<file path="src/rtl/irq_ctrl_pkg.sv">
// Shared types and constants for the interrupt aggregator.
package irq_ctrl_pkg;

    localparam int NUM_IRQ_DEFAULT = 4;
    localparam int GAP_CNT_W       = 4;

    typedef enum logic [1:0] {
        IDLE   = 2'd0,
        ASSERT = 2'd1,
        GAP    = 2'd2
    } irq_state_t;

endpackage

</file>
<file path="src/rtl/irq_edge_detect.sv">
// Per-line rising-edge detector: registers the previous level of every line
// and flags lines that are high now but were low in the previous cycle.
// History clears to zero so a line already high at reset release is
// reported as an edge on the first clock.
module irq_edge_detect #(
    parameter int WIDTH = 4
) (
    input  logic             clk,
    input  logic             rst_n,
    input  logic [WIDTH-1:0] level,
    output logic [WIDTH-1:0] rise
);

    logic [WIDTH-1:0] hist_r;

    // Capture the previous-cycle level of each line.
    always_ff @(posedge clk or negedge rst_n) begin
        if (!rst_n) begin
            hist_r <= {WIDTH{1'b0}};
        end else begin
            hist_r <= level;
        end
    end

    assign rise = level & ~hist_r;

endmodule

</file>
<file path="src/rtl/irq_ctrl.sv">
// Interrupt controller: latches rising edges of NUM_IRQ level sources into
// pending bits, clears them through a valid/ready write-1-to-clear ack, and
// drives one registered irq_o through an IDLE/ASSERT/GAP FSM that enforces a
// minimum low time of GAP_CYCLES between assertions.
// Optional feature macro: IRQ_CTRL_OVERFLOW_EN adds the sticky overflow_o
// flags (edge seen on an already-pending source).
module irq_ctrl
    import irq_ctrl_pkg::*;
#(
    parameter int NUM_IRQ    = NUM_IRQ_DEFAULT,
    parameter int GAP_CYCLES = 2
) (
    input  logic               clk,
    input  logic               rst_n,
    input  logic [NUM_IRQ-1:0] irq_i,
    input  logic [NUM_IRQ-1:0] enable_i,
    input  logic               ack_valid_i,
    input  logic [NUM_IRQ-1:0] ack_mask_i,
    output logic               ack_ready_o,
    output logic [NUM_IRQ-1:0] pending_o,
`ifdef IRQ_CTRL_OVERFLOW_EN
    output logic               irq_o,
    output logic [NUM_IRQ-1:0] overflow_o
`else
    output logic               irq_o
`endif
);

    localparam logic [GAP_CNT_W-1:0] GAP_LOAD = GAP_CNT_W'(GAP_CYCLES - 1);
    localparam logic [GAP_CNT_W-1:0] GAP_ONE  = GAP_CNT_W'(1);
    localparam logic [GAP_CNT_W-1:0] GAP_ZERO = GAP_CNT_W'(0);

    logic [NUM_IRQ-1:0]   rise_s;
    logic [NUM_IRQ-1:0]   clr_s;
    logic [NUM_IRQ-1:0]   pending_r;
    logic                 active_s;
    logic                 ack_fire_s;
    irq_state_t           state_r;
    logic [GAP_CNT_W-1:0] gap_cnt_r;
    logic                 irq_r;
    logic                 ack_ready_r;

    irq_edge_detect #(
        .WIDTH (NUM_IRQ)
    ) u_edge (
        .clk   (clk),
        .rst_n (rst_n),
        .level (irq_i),
        .rise  (rise_s)
    );

    assign ack_fire_s = ack_valid_i & ack_ready_r;
    assign active_s   = |(pending_r & enable_i);

    // Clear mask is the ack mask only on an accepted handshake.
    always_comb begin
        clr_s = {NUM_IRQ{1'b0}};
        if (ack_fire_s) begin
            clr_s = ack_mask_i;
        end else begin
            clr_s = {NUM_IRQ{1'b0}};
        end
    end

    // Pending bits: a fresh edge wins over a same-cycle clear.
    always_ff @(posedge clk or negedge rst_n) begin
        if (!rst_n) begin
            pending_r <= {NUM_IRQ{1'b0}};
        end else begin
            pending_r <= rise_s | (pending_r & ~clr_s);
        end
    end

    // Assertion FSM with registered irq and ack-ready outputs.
    always_ff @(posedge clk or negedge rst_n) begin
        if (!rst_n) begin
            state_r     <= IDLE;
            gap_cnt_r   <= GAP_ZERO;
            irq_r       <= 1'b0;
            ack_ready_r <= 1'b1;
        end else begin
            case (state_r)
                IDLE: begin
                    gap_cnt_r   <= GAP_ZERO;
                    ack_ready_r <= 1'b1;
                    if (active_s) begin
                        state_r <= ASSERT;
                        irq_r   <= 1'b1;
                    end else begin
                        state_r <= IDLE;
                        irq_r   <= 1'b0;
                    end
                end
                ASSERT: begin
                    if (!active_s) begin
                        state_r     <= GAP;
                        gap_cnt_r   <= GAP_LOAD;
                        irq_r       <= 1'b0;
                        ack_ready_r <= 1'b0;
                    end else begin
                        state_r     <= ASSERT;
                        gap_cnt_r   <= GAP_ZERO;
                        irq_r       <= 1'b1;
                        ack_ready_r <= 1'b1;
                    end
                end
                GAP: begin
                    if (gap_cnt_r == GAP_ZERO) begin
                        ack_ready_r <= 1'b1;
                        if (active_s) begin
                            state_r <= ASSERT;
                            irq_r   <= 1'b1;
                        end else begin
                            state_r <= IDLE;
                            irq_r   <= 1'b0;
                        end
                    end else begin
                        state_r     <= GAP;
                        gap_cnt_r   <= gap_cnt_r - GAP_ONE;
                        irq_r       <= 1'b0;
                        ack_ready_r <= 1'b0;
                    end
                end
                default: begin
                    state_r     <= IDLE;
                    gap_cnt_r   <= GAP_ZERO;
                    irq_r       <= 1'b0;
                    ack_ready_r <= 1'b1;
                end
            endcase
        end
    end

`ifdef IRQ_CTRL_OVERFLOW_EN
    logic [NUM_IRQ-1:0] overflow_r;

    // Sticky overflow: edge on an already-pending bit not being cleared.
    always_ff @(posedge clk or negedge rst_n) begin
        if (!rst_n) begin
            overflow_r <= {NUM_IRQ{1'b0}};
        end else begin
            overflow_r <= (rise_s & pending_r & ~clr_s) | (overflow_r & ~clr_s);
        end
    end

    assign overflow_o = overflow_r;
`endif

    assign irq_o       = irq_r;
    assign ack_ready_o = ack_ready_r;
    assign pending_o   = pending_r;

endmodule

</file>
<file path="config.mk">
export PLATFORM = sky130hd
export DESIGN_NAME = irq_ctrl
export DESIGN_NICKNAME = d
export VERILOG_FILES = /design/src/rtl/irq_ctrl_pkg.sv /design/src/rtl/irq_edge_detect.sv /design/src/rtl/irq_ctrl.sv
export SDC_FILE = /design/constraint.sdc
export NUM_CORES = 1
export LEC_CHECK = 0
export ABC_CLOCK_PERIOD_IN_PS = 1600
export BUFFER_PORTS_ARGS = -buffer_cell sky130_fd_sc_hd__buf_2
export CAP_MARGIN = 20
export CORE_MARGIN = 5
export CORE_UTILIZATION = 34
export DETAILED_ROUTE_END_ITERATION = 8
export PLACE_DENSITY_LB_ADDON = 0.1
export SLEW_MARGIN = 5
export SYNTH_ARGS = -nofsm -noshare
export SYNTH_HDL_FRONTEND = slang
export SYNTH_SLANG_ARGS = --single-unit
export TNS_END_PERCENT = 5
</file>
<file path="constraint.sdc">
create_clock -name clk -period 1.6 [get_ports clk]
set_clock_uncertainty 0.1 [all_clocks]
set_input_delay 0.24 -clock clk [delete_from_list [all_inputs] [get_ports clk]]
set_output_delay 0.24 -clock clk [all_outputs]
set_load 0.01 [all_outputs]
</file>
==> results of run 1 <==
==> cell usage after synthesis, types with 2 or more instances <==
| library cell | number |
|---|---|
| ha_1 | 5 |
| dfrtp_1 | 15 |
| a22oi_1 | 2 |
| nand3b_1 | 2 |
| nor2_1 | 3 |
| a211oi_1 | 2 |
| inv_1 | 9 |
| nand2_1 | 8 |
| nand2b_1 | 2 |
| nand3_1 | 5 |
| o21ai_0 | 4 |
| a21oi_1 | 2 |
| mux2i_1 | 2 |
==> final cells by class <==
type | count | area (µm²)
sequential | 16 | 402
multi-input combinational | 44 | 305
tap | 27 | 33.8
inverter | 9 | 33.8
fill | 206 | 1040
timing repair buffer | 26 | 158
clock buffer | 4 | 26.3
==> sequential cells by signal, summed over array words and instances, names as in the netlist <==
name	flops
ack_ready_o	1
gap_cnt_r	4
irq_o	1
pending_o	4
state_r	2
u_edge.hist_r	4
==> worst max path at each step <==
stage	end	slack [ns]	cells past startpoint
floorplan	gap_cnt_r[0]	0.16	5
global placement	gap_cnt_r[0]	0.08	5
detailed placement	gap_cnt_r[0]	0.05	5
CTS	gap_cnt_r[0]	0.04	5
global route	state_r[0]	-0.01	5
finish	irq_o	0.06	5
==> layer usage <==
layer | part of all wire (%) | vias to the layer above | track usage (%)
met5 | 0 | - | 0
met1 | 44 | 279 | 12.0
li1 | - | 293 | -
met4 | 0.69 | 0 | 6.10
met3 | 4.2 | 2 | 2.06
met2 | 51 | 12 | 16.5
==> stage by stage <==
| step | hold slack, ns | worst slack, ns | setup TNS (ns) | power [W] | cell area, µm² |
|---|---|---|---|---|---|
| after floorplan | -0.156 | 0.161 | 0 | 0.000807 | 736 |
| after global placement | 0.0694 | 0.0760 | 0 | 0.000958 | 877 |
| after detailed placement | 0.0691 | 0.0503 | 0 | 0.000952 | 877 |
| after CTS | 0.145 | 0.0352 | 0 | 0.00119 | 953 |
| after global routing | 0.160 | -0.0143 | -0.0272 | 0.00127 | 958 |
| final | 0.156 | 0.0598 | 0 | 0.00118 | 958 |
==> worst min-delay path, delay by kind of cell <==
| family | cells | cell delay (ns) |
|---|---|---|
| buf+inv | 1 | 0.10 |
| simple gates | 2 | 0.12 |
| compound gates | 1 | 0.05 |
==> placed cells by master (no fill, tap or decap), drive strengths merged <==
| cell type | synthesis | routed |
|---|---|---|
| a211oi | 2 | 2 |
| a21boi | 1 | 1 |
| a21oi | 2 | 2 |
| a22oi | 2 | 2 |
| a41o | 1 | 1 |
| and2 | 1 | 1 |
| buf | 0 | 21 |
| clkbuf | 0 | 4 |
| dfrtp | 15 | 15 |
| dfstp | 1 | 1 |
| dlygate4sd3 | 0 | 5 |
| ha | 5 | 5 |
| inv | 9 | 9 |
| mux2i | 2 | 2 |
| nand2 | 8 | 8 |
| nand2b | 2 | 2 |
| nand3 | 5 | 5 |
| nand3b | 2 | 2 |
| nor2 | 3 | 3 |
| nor3 | 1 | 1 |
| nor3b | 1 | 1 |
| o211ai | 1 | 1 |
| o21ai | 4 | 4 |
| or3b | 1 | 1 |
==> kinds of logic after synthesis <==
family                     Yosys count  share of synthesized area (%)
AOI/OAI and AO/OA                   13                           11.6
adders and majority gates            5                           8.50
buffers and inverters                9                           4.59
DFF                                 16                           54.6
muxes                                2                           2.72
and+or+nand+nor                     24                           18.0
==> power groups by stage <==
stage	Combinational (W)	Clock (W)	Sequential (W)
floorplan	0.000231	0	0.000575
global placement	0.000398	0	0.000560
detailed placement	0.000395	0	0.000557
CTS	0.000411	0.000232	0.000552
global route	0.000458	0.000249	0.000563
finish	0.000407	0.000219	0.000549
==> timing repair <==
action | 4_1_cts | 5_1_grt
resized for setup | 0 | 2
endpoints found under the setup margin | 0 | 3
endpoints found under the hold margin | 19 | 0
hold buffers | 5 | 0
==> impl_metrics.env, run 1 <==
export IMPL_overflow=0
export IMPL_grt_total_usage_pct=10.1
export IMPL_clkPwrFrac_pct=18.6
export IMPL_grt_start_max_net_pins=17
export IMPL_synth_edf_count=0
export IMPL_synth_nets=89
export IMPL_vias=586
export IMPL_fp_row_count=16
export IMPL_cts_root_buf="clkbuf_4"
export IMPL_dieWidth_um=56.5
export IMPL_comb_power_share_pct=34.7
export IMPL_num_antenna_cells=0
export IMPL_coreArea_um2=2000
export IMPL_r2r_end="irq_o"
export IMPL_synth_area_leaders="dfrtp_1 (51%), ha_1 (8.5%), inv_1 (4.6%)"
export IMPL_fin_cells=126
export IMPL_arrival_ns=1.62
export IMPL_cpPeakStageDelay_ns=0.41
export IMPL_dpl_hpwl_um=1070
export IMPL_yosysTopAreaCell="dfrtp_1"
export IMPL_cts_buffers=3
export IMPL_crit_path_end_kind="register"
export IMPL_required_ns=1.68
export IMPL_cts_sinks=16
export IMPL_seqPwrFrac_pct=46.7
export IMPL_clk_pin_slew_ns=0.09
export IMPL_ant_nets=0
export IMPL_layout_min_cycle_time_ns=1.54
export IMPL_areaGrowthSynthToFinish_pct=30.3
export IMPL_rsz0062_at_grt="true"
export IMPL_swShare_pct=33.6
export IMPL_wl_per_cell_um=11.4
export IMPL_ctsHtreeMaxLevel=1
export IMPL_synthCells=69
export IMPL_synth_seq_area_share_pct=54.6
export IMPL_power_leakage_nw=0.476
export IMPL_power_switching_w=0.000395
export IMPL_dieArea_um2=3190
export IMPL_portBuffers=20
export IMPL_r2r_cells=5
export IMPL_clk_latency_ns=0.28
export IMPL_tritoncts="yes"
export IMPL_drtIter0Drc=6
export IMPL_routed_wl_um=1440
export IMPL_ys_types=21
export IMPL_place_inst=117
export IMPL_viasPerCell=4.65
export IMPL_start_util_pct=36.8
export IMPL_worstHoldEndpoint="pending_o[3]"
export IMPL_cp_start_kind="register"
export IMPL_slew_violations=0
export IMPL_status="complete, no violations"
export IMPL_hold_class="in -> reg"
export IMPL_reg2reg_from="gap_cnt_r[1]"
export IMPL_hold_viol_final=0
export IMPL_async_flop_share_pct=100
export IMPL_tightest_slew_ns=0.353
export IMPL_startpoint="gap_cnt_r[1]"
export IMPL_critPathSlowestCell="dfrtp_1"
export IMPL_final_layout_size_suffix_gt1_share_pct=28.3
export IMPL_ys_flop_type="dfrtp_1"
export IMPL_worstPathCellList="inv_1 -> ha_2 -> nor3b_4 -> nand2_2 -> a211oi_1"
export IMPL_synth_top_cell_area_share_pct=51.0
export IMPL_avgSynthCellArea_um2=10.7
export IMPL_clockBufferDepth=2
export IMPL_ios=21
export IMPL_firstDrtPassIters=4
export IMPL_finalCritPeriodShare_pct=96.3
export IMPL_slew_headroom_pct=76.5
export IMPL_min_delay_path_depth=4
export IMPL_drc=0
export IMPL_path_class="reg -> reg"
export IMPL_drv_cap=0
export IMPL_cp_max_fo=5
export IMPL_fmax_ghz=0.649
export IMPL_netlist_area_um2=736
export IMPL_worstHoldStart="ack_mask_i[3]"
export IMPL_r2r_slack_ns=0.06
export IMPL_ys_ff_latch=16
export IMPL_max_vdd_ir_drop_mv=0.677
export IMPL_antenna_found_initial=0
export IMPL_setup_viol=0
export IMPL_power_density_nw_per_um2=1230
export IMPL_fin_util_pct=47.9
export IMPL_yosysWarnings=0
export IMPL_routabilityCongestion=0.761
export IMPL_nets=120
export IMPL_crit_buf_inv=1
export IMPL_post_cts_buffers=0
export IMPL_grt_pass1_wl_um=2490
export IMPL_crit_family="simple AND/OR/NAND/NOR gates"
export IMPL_die_y_um=56.5
export IMPL_grt_pass1_vias=597
export IMPL_intPower_w=0.000780
(Power assumes the default switching activity.)
==> run 2: changes to the inputs <==
- RECOVER_POWER: not set -> 50
==> run 2 against run 1 <==
  * Cell count unchanged
  * First-iteration DRC count unchanged
  * Fmax about the same
  * Largest power group unchanged
  * Sequential share of layout area increased by 0.22 points
  * Sequential power hardly changed
  * Setup slack about the same
  * Largest cell class unchanged
  * Sequential cell count stayed put
==> impl_metrics.env, run 2 (synthesis gave the netlist of run 1 again) <==
export IMPL_slew_headroom_pct=43.6
export IMPL_min_delay_path_depth=4
export IMPL_dpl_hpwl_um=1070
export IMPL_cts_sinks=16
export IMPL_final_layout_size_suffix_gt1_share_pct=24.2
export IMPL_ctsHtreeMaxLevel=1
export IMPL_layout_min_cycle_time_ns=1.54
export IMPL_swShare_pct=33.7
export IMPL_power_switching_w=0.000396
export IMPL_grt_total_usage_pct=10.1
export IMPL_ios=21
export IMPL_grt_pass1_vias=597
export IMPL_hold_viol_final=0
export IMPL_areaGrowthSynthToFinish_pct=29.6
export IMPL_final_common_cell="buf_2"
export IMPL_required_ns=1.68
export IMPL_fmax_ghz=0.649
export IMPL_path_class="reg -> reg"
export IMPL_multi_input_area_um2=305
export IMPL_power_leakage_nw=0.465
export IMPL_overflow=0
export IMPL_dieArea_um2=3190
export IMPL_cp_start_kind="register"
export IMPL_cts_root_buf="clkbuf_4"
export IMPL_cpPeakStageDelay_ns=0.41
export IMPL_finalPower_w=0.00117
export IMPL_arrival_ns=1.62
export IMPL_tritoncts="yes"
export IMPL_vias=586
export IMPL_rsz0062_at_grt="true"
export IMPL_dp_slack_ns=0.0503
export IMPL_reg2reg_from="gap_cnt_r[1]"
export IMPL_cts_buffers=3
export IMPL_die_y_um=56.5
export IMPL_r2r_slack_ns=0.06
export IMPL_coreArea_um2=2000
export IMPL_hold_class="in -> reg"
export IMPL_clk_latency_ns=0.28
export IMPL_power_density_nw_per_um2=1230
export IMPL_drv_cap=0
export IMPL_clkPwrFrac_pct=18.6
export IMPL_ant_nets=0
export IMPL_crit_path_end_kind="register"
export IMPL_dieWidth_um=56.5
export IMPL_finalCritPeriodShare_pct=96.3
export IMPL_portBuffers=20
export IMPL_grt_pass1_wl_um=2490
export IMPL_viasPerCell=4.65
export IMPL_nets=120
export IMPL_worstPathCellList="inv_1 -> ha_2 -> nor3b_4 -> nand2_2 -> a211oi_1"
export IMPL_setup_viol=0
export IMPL_status="complete, no violations"
export IMPL_routabilityCongestion=0.761
export IMPL_grt_start_max_net_pins=17
export IMPL_drtIter0Drc=6
export IMPL_critPathSlowestCell="dfrtp_1"
export IMPL_slew_violations=0
export IMPL_seqCellArea_um2=402
export IMPL_drc=0
export IMPL_endpoint="irq_o"
export IMPL_mostFrequentLayoutCells="buf_2 (16), dfrtp_1 (15), inv_1 (9)"
export IMPL_antenna_found_initial=0
export IMPL_wl_per_cell_um=11.4
export IMPL_fin_ws_ns=0.0598
export IMPL_comb_power_share_pct=34.6
export IMPL_seqPwrFrac_pct=46.8
export IMPL_r2r_cells=5
export IMPL_clockBufferDepth=2
export IMPL_cp_max_fo=5
export IMPL_tightest_slew_ns=0.847
export IMPL_max_vdd_ir_drop_mv=0.677
export IMPL_intPower_w=0.000779
export IMPL_fillerInstances=209
export IMPL_routed_wl_um=1440
export IMPL_startpoint="gap_cnt_r[1]"
export IMPL_r2r_end="irq_o"
export IMPL_num_antenna_cells=0
export IMPL_start_util_pct=36.8
export IMPL_fp_row_count=16
export IMPL_firstDrtPassIters=4
export IMPL_clk_pin_slew_ns=0.09
[run 2: changes by cell type in the layout (fill, tap and decap cells not counted)]
cell / delta
buf_2: -4
clkbuf_1: +4
[run 2: critical path, delay by kind of cell, from the launching register on]
kind	cells	cell delay (ns)
buf+inv	1	0.06
simple gates	2	0.42
fa+ha+maj	1	0.19
compound gates	1	0.26
flops	1	0.41
[run 2: cell type report]
class | count | share of cell area (%)
clock buffer | 4 | 2.76
inverter | 9 | 3.54
multi-input combinational | 44 | 32.0
sequential | 16 | 42.1
tap | 27 | 3.54
timing repair buffer | 26 | 16.0
[run 2: worst min-delay path by stage]
stage,startpoint,end,slack (ns)
2_1_floorplan,rst_n,gap_cnt_r[0],-0.16
3_3_place_gp,rst_n,u_edge.hist_r[1],0.07
3_5_place_dp,rst_n,pending_o[1],0.07
4_1_cts,ack_mask_i[3],pending_o[3],0.15
5_1_grt,ack_mask_i[1],pending_o[1],0.16
6_report,ack_mask_i[3],pending_o[3],0.16
[run 2: power by group through the flow]
stage / clock (W) / combinational, W / sequential (W)
global route: 0.000249 / 0.000456 / 0.000563
detailed placement: 0 / 0.000395 / 0.000557
global placement: 0 / 0.000398 / 0.000560
floorplan: 0 / 0.000231 / 0.000575
CTS: 0.000232 / 0.000411 / 0.000552
finish: 0.000219 / 0.000406 / 0.000549
[run 2: per-stage QoR]
| stage | cell area, µm² | setup TNS, ns | hold WS, ns | utilization, % | cells |
|---|---|---|---|---|---|
| floorplan | 736 | 0 | -0.156 | - | 69 |
| global placement | 877 | 0 | 0.0694 | 43.8 | 117 |
| detailed placement | 877 | 0 | 0.0691 | 43.8 | 117 |
| CTS | 953 | 0 | 0.145 | 47.6 | 126 |
| global route | 953 | -0.0272 | 0.160 | 47.6 | 126 |
| finish | 953 | 0 | 0.156 | 47.6 | 126 |
[run 2: metal layers]
layer	vias up	track usage, %	wire (µm)
li1	293	-	-
met1	279	12.0	634
met2	12	16.5	737
met3	2	2.06	60
met4	0	6.10	10
met5	-	0	0
[run 2: timing repair]
| action | CTS | global route |
|---|---|---|
| buffers inserted | 0 | 0 |
| endpoints found under the hold margin | 19 | 0 |
| hold buffers | 5 | 0 |
| gates resized for setup | 0 | 2 |
| setup endpoints to repair | 0 | 3 |
